<file path="src/rtl/div_ctrl_pkg.sv">
// Shared divider definitions: default data width and the 2-bit state encoding
// (also consumed by the hazard/stall unit).
package div_ctrl_pkg;

  localparam int unsigned DIV_WIDTH = 32;
  localparam int unsigned DIV_CNT_W = 6;

  localparam logic [1:0] ST_IDLE   = 2'd0;
  localparam logic [1:0] ST_BYZERO = 2'd1;
  localparam logic [1:0] ST_ON     = 2'd2;
  localparam logic [1:0] ST_END    = 2'd3;

endpackage

</file>
<file path="src/rtl/div_iter_step.sv">
// One radix-2 restoring division iteration (purely combinational).
//   rem_i / quo_i : current partial remainder and shifting dividend/quotient
//   dvs_i         : divisor magnitude
//   rem_o / quo_o : values after shift, compare and conditional subtract
module div_iter_step
  import div_ctrl_pkg::*;
#(
  parameter int unsigned WIDTH = DIV_WIDTH
) (
  input  logic [WIDTH-1:0] rem_i,
  input  logic [WIDTH-1:0] quo_i,
  input  logic [WIDTH-1:0] dvs_i,
  output logic [WIDTH-1:0] rem_o,
  output logic [WIDTH-1:0] quo_o
);

  // Upper part after the shift needs one extra bit: rem may exceed 2^(W-1).
  logic [WIDTH:0] upper;
  logic [WIDTH:0] diff;
  logic           ge;

  always_comb begin
    upper = {rem_i, quo_i[WIDTH-1]};
    diff  = upper - {1'b0, dvs_i};
    ge    = (upper >= {1'b0, dvs_i});
    // After a successful subtract the result is < divisor, so it fits W bits.
    rem_o = ge ? diff[WIDTH-1:0] : upper[WIDTH-1:0];
    quo_o = {quo_i[WIDTH-2:0], ge};
  end

endmodule

</file>
<file path="src/rtl/div_ctrl.sv">
// Sequencing controller for the EX-stage iterative divider (DIV/DIVU).
//   clk, rst            : clock, async active-high reset
//   div_start           : EX holds a divide instruction
//   div_signed          : 1 = DIV, 0 = DIVU (sampled at accept)
//   opa, opb            : dividend / divisor (sampled at accept)
//   flush               : pipeline flush, aborts any operation
//   stall_req, busy     : combinational status to pipeline control
//   done                : one-cycle result-valid pulse
//   quotient, remainder : registered results, zero while done=0
module div_ctrl
  import div_ctrl_pkg::*;
#(
  parameter int unsigned WIDTH = DIV_WIDTH,
  parameter int unsigned CNT_W = DIV_CNT_W
) (
  input  logic             clk,
  input  logic             rst,
  input  logic             div_start,
  input  logic             div_signed,
  input  logic [WIDTH-1:0] opa,
  input  logic [WIDTH-1:0] opb,
  input  logic             flush,
  output logic             stall_req,
  output logic             busy,
  output logic             done,
  output logic [WIDTH-1:0] quotient,
  output logic [WIDTH-1:0] remainder
);

  localparam logic [CNT_W-1:0] LAST_CNT = CNT_W'(WIDTH - 1);

  logic [1:0]       state_q, state_d;
  logic [CNT_W-1:0] cnt_q, cnt_d;
  logic [WIDTH-1:0] rem_q, rem_d;
  logic [WIDTH-1:0] quo_q, quo_d;
  logic [WIDTH-1:0] dvs_q, dvs_d;
  logic             sgn_q, sgn_d;
  logic             neg_a_q, neg_a_d;
  logic             neg_b_q, neg_b_d;
  logic             done_q, done_d;
  logic [WIDTH-1:0] quotient_q, quotient_d;
  logic [WIDTH-1:0] remainder_q, remainder_d;

  logic [WIDTH-1:0] step_rem, step_quo;
  logic             a_neg_c, b_neg_c;

  div_iter_step #(.WIDTH(WIDTH)) u_step (
    .rem_i (rem_q),
    .quo_i (quo_q),
    .dvs_i (dvs_q),
    .rem_o (step_rem),
    .quo_o (step_quo)
  );

  // State and datapath registers.
  always_ff @(posedge clk or posedge rst) begin
    if (rst) begin
      state_q     <= ST_IDLE;
      cnt_q       <= '0;
      rem_q       <= '0;
      quo_q       <= '0;
      dvs_q       <= '0;
      sgn_q       <= 1'b0;
      neg_a_q     <= 1'b0;
      neg_b_q     <= 1'b0;
      done_q      <= 1'b0;
      quotient_q  <= '0;
      remainder_q <= '0;
    end else begin
      state_q     <= state_d;
      cnt_q       <= cnt_d;
      rem_q       <= rem_d;
      quo_q       <= quo_d;
      dvs_q       <= dvs_d;
      sgn_q       <= sgn_d;
      neg_a_q     <= neg_a_d;
      neg_b_q     <= neg_b_d;
      done_q      <= done_d;
      quotient_q  <= quotient_d;
      remainder_q <= remainder_d;
    end
  end

  // Next-state, datapath and result logic. Results are loaded on the edge
  // into END so that done/quotient/remainder are registered together.
  always_comb begin
    state_d     = state_q;
    cnt_d       = cnt_q;
    rem_d       = rem_q;
    quo_d       = quo_q;
    dvs_d       = dvs_q;
    sgn_d       = sgn_q;
    neg_a_d     = neg_a_q;
    neg_b_d     = neg_b_q;
    done_d      = 1'b0;
    quotient_d  = '0;
    remainder_d = '0;
    a_neg_c     = div_signed & opa[WIDTH-1];
    b_neg_c     = div_signed & opb[WIDTH-1];

    if (flush) begin
      state_d = ST_IDLE;
    end else begin
      case (state_q)
        ST_IDLE: begin
          if (div_start) begin
            sgn_d   = div_signed;
            neg_a_d = a_neg_c;
            neg_b_d = b_neg_c;
            rem_d   = '0;
            quo_d   = a_neg_c ? (~opa + WIDTH'(1)) : opa;
            dvs_d   = b_neg_c ? (~opb + WIDTH'(1)) : opb;
            cnt_d   = '0;
            state_d = (opb == '0) ? ST_BYZERO : ST_ON;
          end
        end
        ST_BYZERO: begin
          state_d = ST_END;
          done_d  = 1'b1;
        end
        ST_ON: begin
          rem_d = step_rem;
          quo_d = step_quo;
          cnt_d = cnt_q + CNT_W'(1);
          if (cnt_q == LAST_CNT) begin
            state_d     = ST_END;
            done_d      = 1'b1;
            quotient_d  = (sgn_q & (neg_a_q ^ neg_b_q)) ? (~step_quo + WIDTH'(1)) : step_quo;
            remainder_d = (sgn_q & neg_a_q) ? (~step_rem + WIDTH'(1)) : step_rem;
          end
        end
        ST_END: begin
          // div_start still belongs to the finishing instruction here.
          state_d = ST_IDLE;
        end
        default: state_d = ST_IDLE;
      endcase
    end
  end

  assign stall_req = ((state_q == ST_IDLE) & div_start & ~flush)
                   | (state_q == ST_BYZERO)
                   | (state_q == ST_ON);
  assign busy      = (state_q != ST_IDLE);
  assign done      = done_q;
  assign quotient  = quotient_q;
  assign remainder = remainder_q;

endmodule

</file>
<file path="config.mk">
export PLATFORM = sky130hd
export DESIGN_NAME = div_ctrl
export DESIGN_NICKNAME = d
export VERILOG_FILES = /design/src/rtl/div_ctrl_pkg.sv /design/src/rtl/div_iter_step.sv /design/src/rtl/div_ctrl.sv
export SDC_FILE = /design/constraint.sdc
export NUM_CORES = 1
export LEC_CHECK = 0
export CAP_MARGIN = 20
export CORE_MARGIN = 8
export CORE_UTILIZATION = 30
export DETAILED_ROUTE_END_ITERATION = 12
export PLACE_DENSITY_LB_ADDON = 0.15
export SLEW_MARGIN = 20
export SYNTH_ARGS = -nofsm -noshare
export SYNTH_HDL_FRONTEND = slang
export SYNTH_HIERARCHICAL = 1
export SYNTH_SLANG_ARGS = --single-unit
</file>
<file path="constraint.sdc">
create_clock -name clk -period 9.03 [get_ports clk]
set_clock_uncertainty 0.2 [all_clocks]
set_input_delay 0.903 -clock clk [delete_from_list [all_inputs] [get_ports clk]]
set_output_delay 0.903 -clock clk [all_outputs]
set_load 0.01 [all_outputs]
</file>
=== Yosys cells after proc, flatten, opt, wreduce, memory -nomap -nowiden ===
Cells that the tools add are included.

* Bits in registers: 172
* Latch bits: 0
* Bits in writable memories: 0
* Bits in read-only memories: 0
* Input bits: 69
* Output and inout bits: 67
* Logic and storage cells: 71
* Memories: 0

* Add/sub/neg operators: 6
* $mul: 0
* Divide/modulo/power cells: 0
* $lt $le $gt $ge: 1
* Equality and inequality tests: 7
* Shifts and indexed selects: 0
* Muxes and demuxes: 25
* Bitwise gates (word level): 14
* Reduce and logical (&&, ||, !) cells: 7

{| class="wikitable"
|+ Operator list
! cell !! count
|-
| $mux 32 || 13
|-
| $add 32x1->32 const B || 4
|-
| $not 32->32 || 4
|-
| $pmux 32 s2 || 2
|-
| $ge 33x32->1 || 1
|-
| $logic_not 32->1 || 1
|-
| $sub 32x32->32 || 1
|-
| $pmux 6 s2 || 1
|-
| $mux 2 || 4
|-
| $pmux 2 s4 || 1
|-
| $add 6x1->6 const B || 1
|-
| $and 1x1->1 || 6
|-
| $eq 6x5->1 const B || 1
|-
| $mux 6 || 1
|-
| $ne 3x3->1 const B || 2
|-
| $reduce_and 3->1 || 2
|-
| $eq 2x2->1 const B || 2
|-
| $reduce_bool 2->1 || 2
|-
| $eq 2x1->1 const B || 1
|-
| $logic_not 2->1 || 1
|-
| $mux 1 || 2
|-
| $ne 2x2->1 const B || 1
|-
| $or 1x1->1 || 2
|-
| $pmux 1 s2 || 1
|-
| other kinds (3) || 3
|}

=== Logic depth before layout (Yosys ltp) ===
* Depth after elaboration: 8
* Depth in mapped cells: 21
* Mapped depth without buffers: 17

=== By module ===
The synthesis kept the hierarchy.

{| class="wikitable"
|+ By module, submodules not included
! module !! times used !! cells each !! area an instance (µm²) !! sequential area each (µm²)
|-
| div_ctrl || 1 || 1044 || 9323.9 || 4304.1
|-
| div_iter_step || 1 || 355 || 2571.2 || 0.0
|}

=== Worst setup path before layout ===
No wires, ideal clock.

* Kind: reg-to-reg
* Start point: register rem_q[6]
* End point: register quotient_q[26] (netlist: quotient[26])
* Library setup time: 0.132 ns
* Arrival: 4.388 ns
* Data required time: 8.698 ns
* Slack: 4.310 ns
* Cell stages (with the launch flop): 20
* Path buffers: 3
* Period minus slack after synthesis: 4.720 ns
* Cell sequence: dfrtp_1 > ha_1 > a21oi_2 > a211oi_1 > or3_4 > nor4b_4 > o21ai_2 > a31oi_4 > o21a_4 > inv_2 > buf_6 > buf_12 > buf_4 > inv_1 > ha_1 > or4b_2 > nor4_2 > a41oi_1 > xnor2_1 > nor2_1

* Word-level cells in the longest chain between the ends: 7

{| class="wikitable"
|+ RTL lines
! element !! line !! source
|-
| start, declared || div_ctrl.sv:34 || <nowiki>logic [WIDTH-1:0] rem_q, rem_d;</nowiki>
|-
| start signal, assigned || div_ctrl.sv:72 || <nowiki>rem_q <= rem_d;</nowiki>
|-
| $ge 33x32->1 || div_iter_step.sv:25 || <nowiki>ge = (upper >= {1'b0, dvs_i});</nowiki>
|-
| named net u_step.ge || div_iter_step.sv:20 || <nowiki>logic ge;</nowiki>
|-
| $not 32->32 || div_ctrl.sv:128 || <nowiki>quotient_d = (sgn_q & (neg_a_q ^ neg_b_q)) ? (~step_quo + WIDTH'(1)) : step_quo;</nowiki>
|-
| $add 32x1->32 || div_ctrl.sv:128 ||
|-
| $mux 32 || div_ctrl.sv:128 ||
|-
| $mux 32 || div_ctrl.sv:125 || <nowiki>if (cnt_q == LAST_CNT) begin</nowiki>
|-
| $mux 32 || div_ctrl.sv:104 || <nowiki>case (state_q)</nowiki>
|-
| $mux 32 || div_ctrl.sv:101 || <nowiki>if (flush) begin</nowiki>
|-
| named net quotient_d[26] || div_ctrl.sv:41 || <nowiki>logic [WIDTH-1:0] quotient_q, quotient_d;</nowiki>
|-
| end signal, assigned || div_ctrl.sv:79 || <nowiki>quotient_q <= quotient_d;</nowiki>
|-
| end, declared || div_ctrl.sv:41 ||
|}

The timed path passes the listed nets, and every way through them passes these cells.
A chain may end at the register's enable or synchronous reset.

=== Worst setup path in the final report ===
* Start point: register rem_q[10]
* End point: register remainder_q[27] (netlist: remainder[27])

* Word-level cells in the longest chain between the ends: 8
* Elaborated cells on any way between the ends: 9
* Classes of those cells: add/sub (2); order compare (1); mux (5); bitwise (1)

{| class="wikitable"
|+ RTL lines
! element !! line !! source
|-
| $ge 33x32->1 || div_iter_step.sv:25 ||
|-
| named net step_quo[0] || div_ctrl.sv:44 || <nowiki>logic [WIDTH-1:0] step_rem, step_quo;</nowiki>
|-
| $mux 32 || div_iter_step.sv:27 || <nowiki>rem_o = ge ? diff[WIDTH-1:0] : upper[WIDTH-1:0];</nowiki>
|-
| named net step_rem[6] || div_ctrl.sv:44 ||
|-
| $not 32->32 || div_ctrl.sv:129 || <nowiki>remainder_d = (sgn_q & neg_a_q) ? (~step_rem + WIDTH'(1)) : step_rem;</nowiki>
|-
| $add 32x1->32 || div_ctrl.sv:129 ||
|-
| $mux 32 || div_ctrl.sv:129 ||
|-
| $mux 32 || div_ctrl.sv:125 ||
|-
| $mux 32 || div_ctrl.sv:104 ||
|-
| $mux 32 || div_ctrl.sv:101 ||
|-
| named net remainder_d[27] || div_ctrl.sv:42 || <nowiki>logic [WIDTH-1:0] remainder_q, remainder_d;</nowiki>
|-
| end signal, assigned || div_ctrl.sv:80 || <nowiki>remainder_q <= remainder_d;</nowiki>
|-
| end, declared || div_ctrl.sv:42 ||
|}

The timed path passes the listed nets, and every way through them passes these cells.

==> summary.txt <==
Status
  • Status: complete, no violations

Finish
  • Layout cell share with drive strength beyond 1: 6.95%
  • Total inserted antenna cells: 0
  • Final Util: 35.5%
  • Layout Nets: 1566
  • Post-route cell area: 14000 sq um
  • Area Growth Syn to Fin: 17.6%
  • Finished Layout Cells: 1992

Die
  • Core Area: 39500 sq um
  • Initial core utilization: 30.1%
  • Die area: 46300 sq um
  • IO Count: 136
  • Die height: 215 um
  • FP Rows: 73
  • Chip Width: 215 um

Drt
  • Drt drc: 0
  • Total number of vias: 10.0k
  • Routed vias/inst: 5.03
  • Iter 0 DRT Violations: 689
  • Total Wirelength: 36500 um
  • Drt first pass iters: 5
  • Routed Antenna Nets: 0
  • Post-DR wirelength/cell: 18.3 um

Clocking
  • Clock sinks: 172
  • Buffer count from post-CTS setup fixing: 0
  • CTS tree: yes
  • CTS clock-pin slew for the worst setup and hold paths: 0.06 ns
  • Clock Latency Late Sink: 0.45 ns
  • Htree depth: 4
  • Num CTS Buffers: 17
  • Cts repair resizes: 0
  • Clock buffer depth: 2
  • Hold buffer count at cts: 0
  • Clock root buffer: clkbuf_16

Critical path
  • Crit-path max cell delay: 0.75 ns
  • Maximum fanout along the worst path: 30
  • Kind of critical path: flop to flop
  • Worst path cell trace: ha_1 -> nand4_1 -> nor3_1 -> o211ai_1 -> nor4b_4 -> o21ai_2 -> a31oi_4 -> o21a_4 -> inv_2 -> mux2_2 -> nor4_1 -> or4b_1 -> o41ai_1 -> xor2_1 -> nor2_1
  • CP endpoint kind: flop
  • CP startpoint kind: flop
  • Worst EP arrival: 5.85 ns
  • CP required: 9.13 ns
  • Slowest CP cell: or4b_1

Pwr
  • Share of power burned in the clock network: 22.3%
  • Sw frac: 42.5%
  • Max IR drop VDD: 0.121 mV
  • P_int: 1810 uW
  • Power Density: 225 nW/um^2
  • Psw: 1340 uW
  • Combinational fraction of design power: 42.6%
  • Sequential share of power: 35.1%
  • Leakage: 0.00608 uW
  • Overall Power: 3150 uW

Timing
  • Max-slew violations: 0
  • Period utilization: 63.7%
  • Worst-margin pin slew: 1.06 ns
  • Setup_tns: 0 ns
  • Peak Freq: 0.174 GHz
  • Final hold vios: 0
  • RSZ-0062 raised after global routing: no
  • Slew headroom: 28.4%
  • Tmin final: 5.75 ns
  • Finish-stage setup viols: 0

Logic synthesis
  • Synth warn: 6
  • Synth Net Count: 1509
  • Yosys top cell area share: 36.2%
  • Synthesized area: 11900 sq um
  • Sequential cell area fraction in the yosys report: 36.2%
  • Syn avg cell area: 8.50 sq um
  • Synth area leaders: dfrtp_1, xor2_1, nand2_1
  • Post-synth EDFFs: 0
  • Ys flop type: dfrtp_1
  • #FFs+latches synth: 172
  • Number of instances in the synthesized netlist: 1399
  • Area leader, netlist: dfrtp_1
  • Yosys cell types: 78
  • Ys async rst share: 100%

GRT
  • Pin count of the biggest net entering global routing: 79
  • Initial antenna violation count: 0
  • Met2 Usage GRT: 21.1%
  • Met1 usage: 24.2%
  • Number of global-route vias before repair: 9673
  • GRT Overall Usage: 15.6%
  • First-pass GRT wire length: 57800 um
  • Grt total ovfl: 0
  • GRT busiest layer: met1
  • Routing usage on met3: 3.26%

Placement
  • Routability cong.: 0.820
  • # port buffers: 135
  • Dpl cells: 1961
  • Post-DP HPWL: 28000 um
  • Instance area at placement: 13400 sq um

Run
  • Max_cap viols: 0

Min path
  • Hold Crit Class: flop to flop
-- cell usage in the layout (no fill, tap or decap), types with 9 or more instances in the layout --
master | Yosys | routed
o41ai_1 | 21 | 21
or4_1 | 14 | 14
clkdlybuf4s50_1 | 0 | 135
a21o_1 | 10 | 9
ha_1 | 40 | 39
dfrtp_1 | 172 | 172
nand4_1 | 23 | 23
mux2_4 | 9 | 9
a21oi_1 | 62 | 61
nor2_1 | 130 | 130
xnor2_1 | 50 | 50
nand2_1 | 174 | 174
nor3b_1 | 9 | 9
nand3_1 | 64 | 64
mux2_2 | 22 | 22
inv_1 | 62 | 61
xor2_1 | 84 | 84
o31ai_1 | 31 | 31
clkbuf_16 | 0 | 17
buf_4 | 32 | 10
nor4_1 | 19 | 19
o21ai_0 | 89 | 89
a31oi_1 | 15 | 15
and3_1 | 16 | 16
or3_1 | 16 | 16
nor3_1 | 34 | 34
mux2i_1 | 10 | 10
-- state kept, by name, indices dropped and copies added, names as in the netlist --
signal	cells
state_q	2
quotient	32
neg_b_q	1
quo_q	32
cnt_q	6
rem_q	32
dvs_q	32
done	1
remainder	32
sgn_q	1
neg_a_q	1
-- cells in the mapped netlist (all sizes together), types with 3 or more instances --
library cell and count:
nand2 174, dfrtp 172, nor2 130, o21ai 90
xor2 84, nand3 65, a21oi 63, clkbuf 63
inv 63, xnor2 50, buf 45, ha 40
nor3 36, mux2 31, o31ai 31, o41ai 24
nand4 23, nor4 21, or3 18, a31oi 16
and3 16, or4 15, a21o 10, mux2i 10
nor3b 9, o211ai 8, and2 7, o21a 7
nand3b 6, nor2b 6, a211o 5, a211oi 5
a41oi 4, nor4b 4, o21bai 4, o22ai 4
a21boi 3, a311oi 3, a31o 3, nand2b 3
o311ai 3, o31a 3, or4b 3
-- critical path, delay by kind of cell, from the launching register on --
kind | cells | cell delay, ns
compound gates | 5 | 1.32
xor+xnor | 1 | 0.18
fa+ha+maj | 1 | 0.42
buf+inv | 1 | 0.54
flops | 1 | 0.39
mux | 1 | 0.51
simple gates | 6 | 2.01
-- logic make-up (layout without fill, tap and decap cells) --
group	after synthesis	after routing	synth area share [%]
xor+xnor	134	134	9.87
buf+inv	171	239	6.70
flops	172	172	36.2
fa+ha+maj	41	41	4.38
simple gates	544	544	22.4
mux	41	41	4.06
compound gates	296	296	16.4
-- power by group through the flow --
stage,clock [uW],combinational (uW),sequential [uW]
final,702,1340,1110
after detailed placement,0,1340,1120
after global placement,0,1340,1110
after global routing,757,1510,1130
after floorplan,0,1120,1000
after CTS,732,1350,1100
-- final timing paths --
kind                            from            end  slack (ns)  cells after the start
min in group asynchronous        rst   quotient[13]        0.61                      2
min                         dvs_q[7]       dvs_q[7]        0.28                      2
min reg2reg                 dvs_q[7]       dvs_q[7]        0.28                      2
max                        rem_q[10]  remainder[27]        3.28                     15
max reg2reg                rem_q[10]  remainder[27]        3.28                     15
max in group asynchronous        rst      dvs_q[15]        6.72                      3
-- stage by stage --
step | worst slack, ns | hold slack, ns
CTS | 3.26 | 0.286
global placement | 3.41 | 0.266
finish | 3.28 | 0.281
floorplan | 3.27 | 0.249
global route | 2.86 | 0.311
detailed placement | 3.31 | 0.271
-- routing by layer --
metal,up-vias,wire length [um]
met5,-,0
met4,0,486
met3,24,1700
met2,217,14700
met1,4746,19700
li1,5031,-
-- cell type report --
cell class,count,area [sq um]
fill,4168,25500
multi-input combinational,1056,6810
sequential,172,4300
timing repair buffer,146,1440
tap,525,657
clock buffer,23,478
inverter,63,241
clock inverter,7,66.3
(Power assumes the default switching activity.)
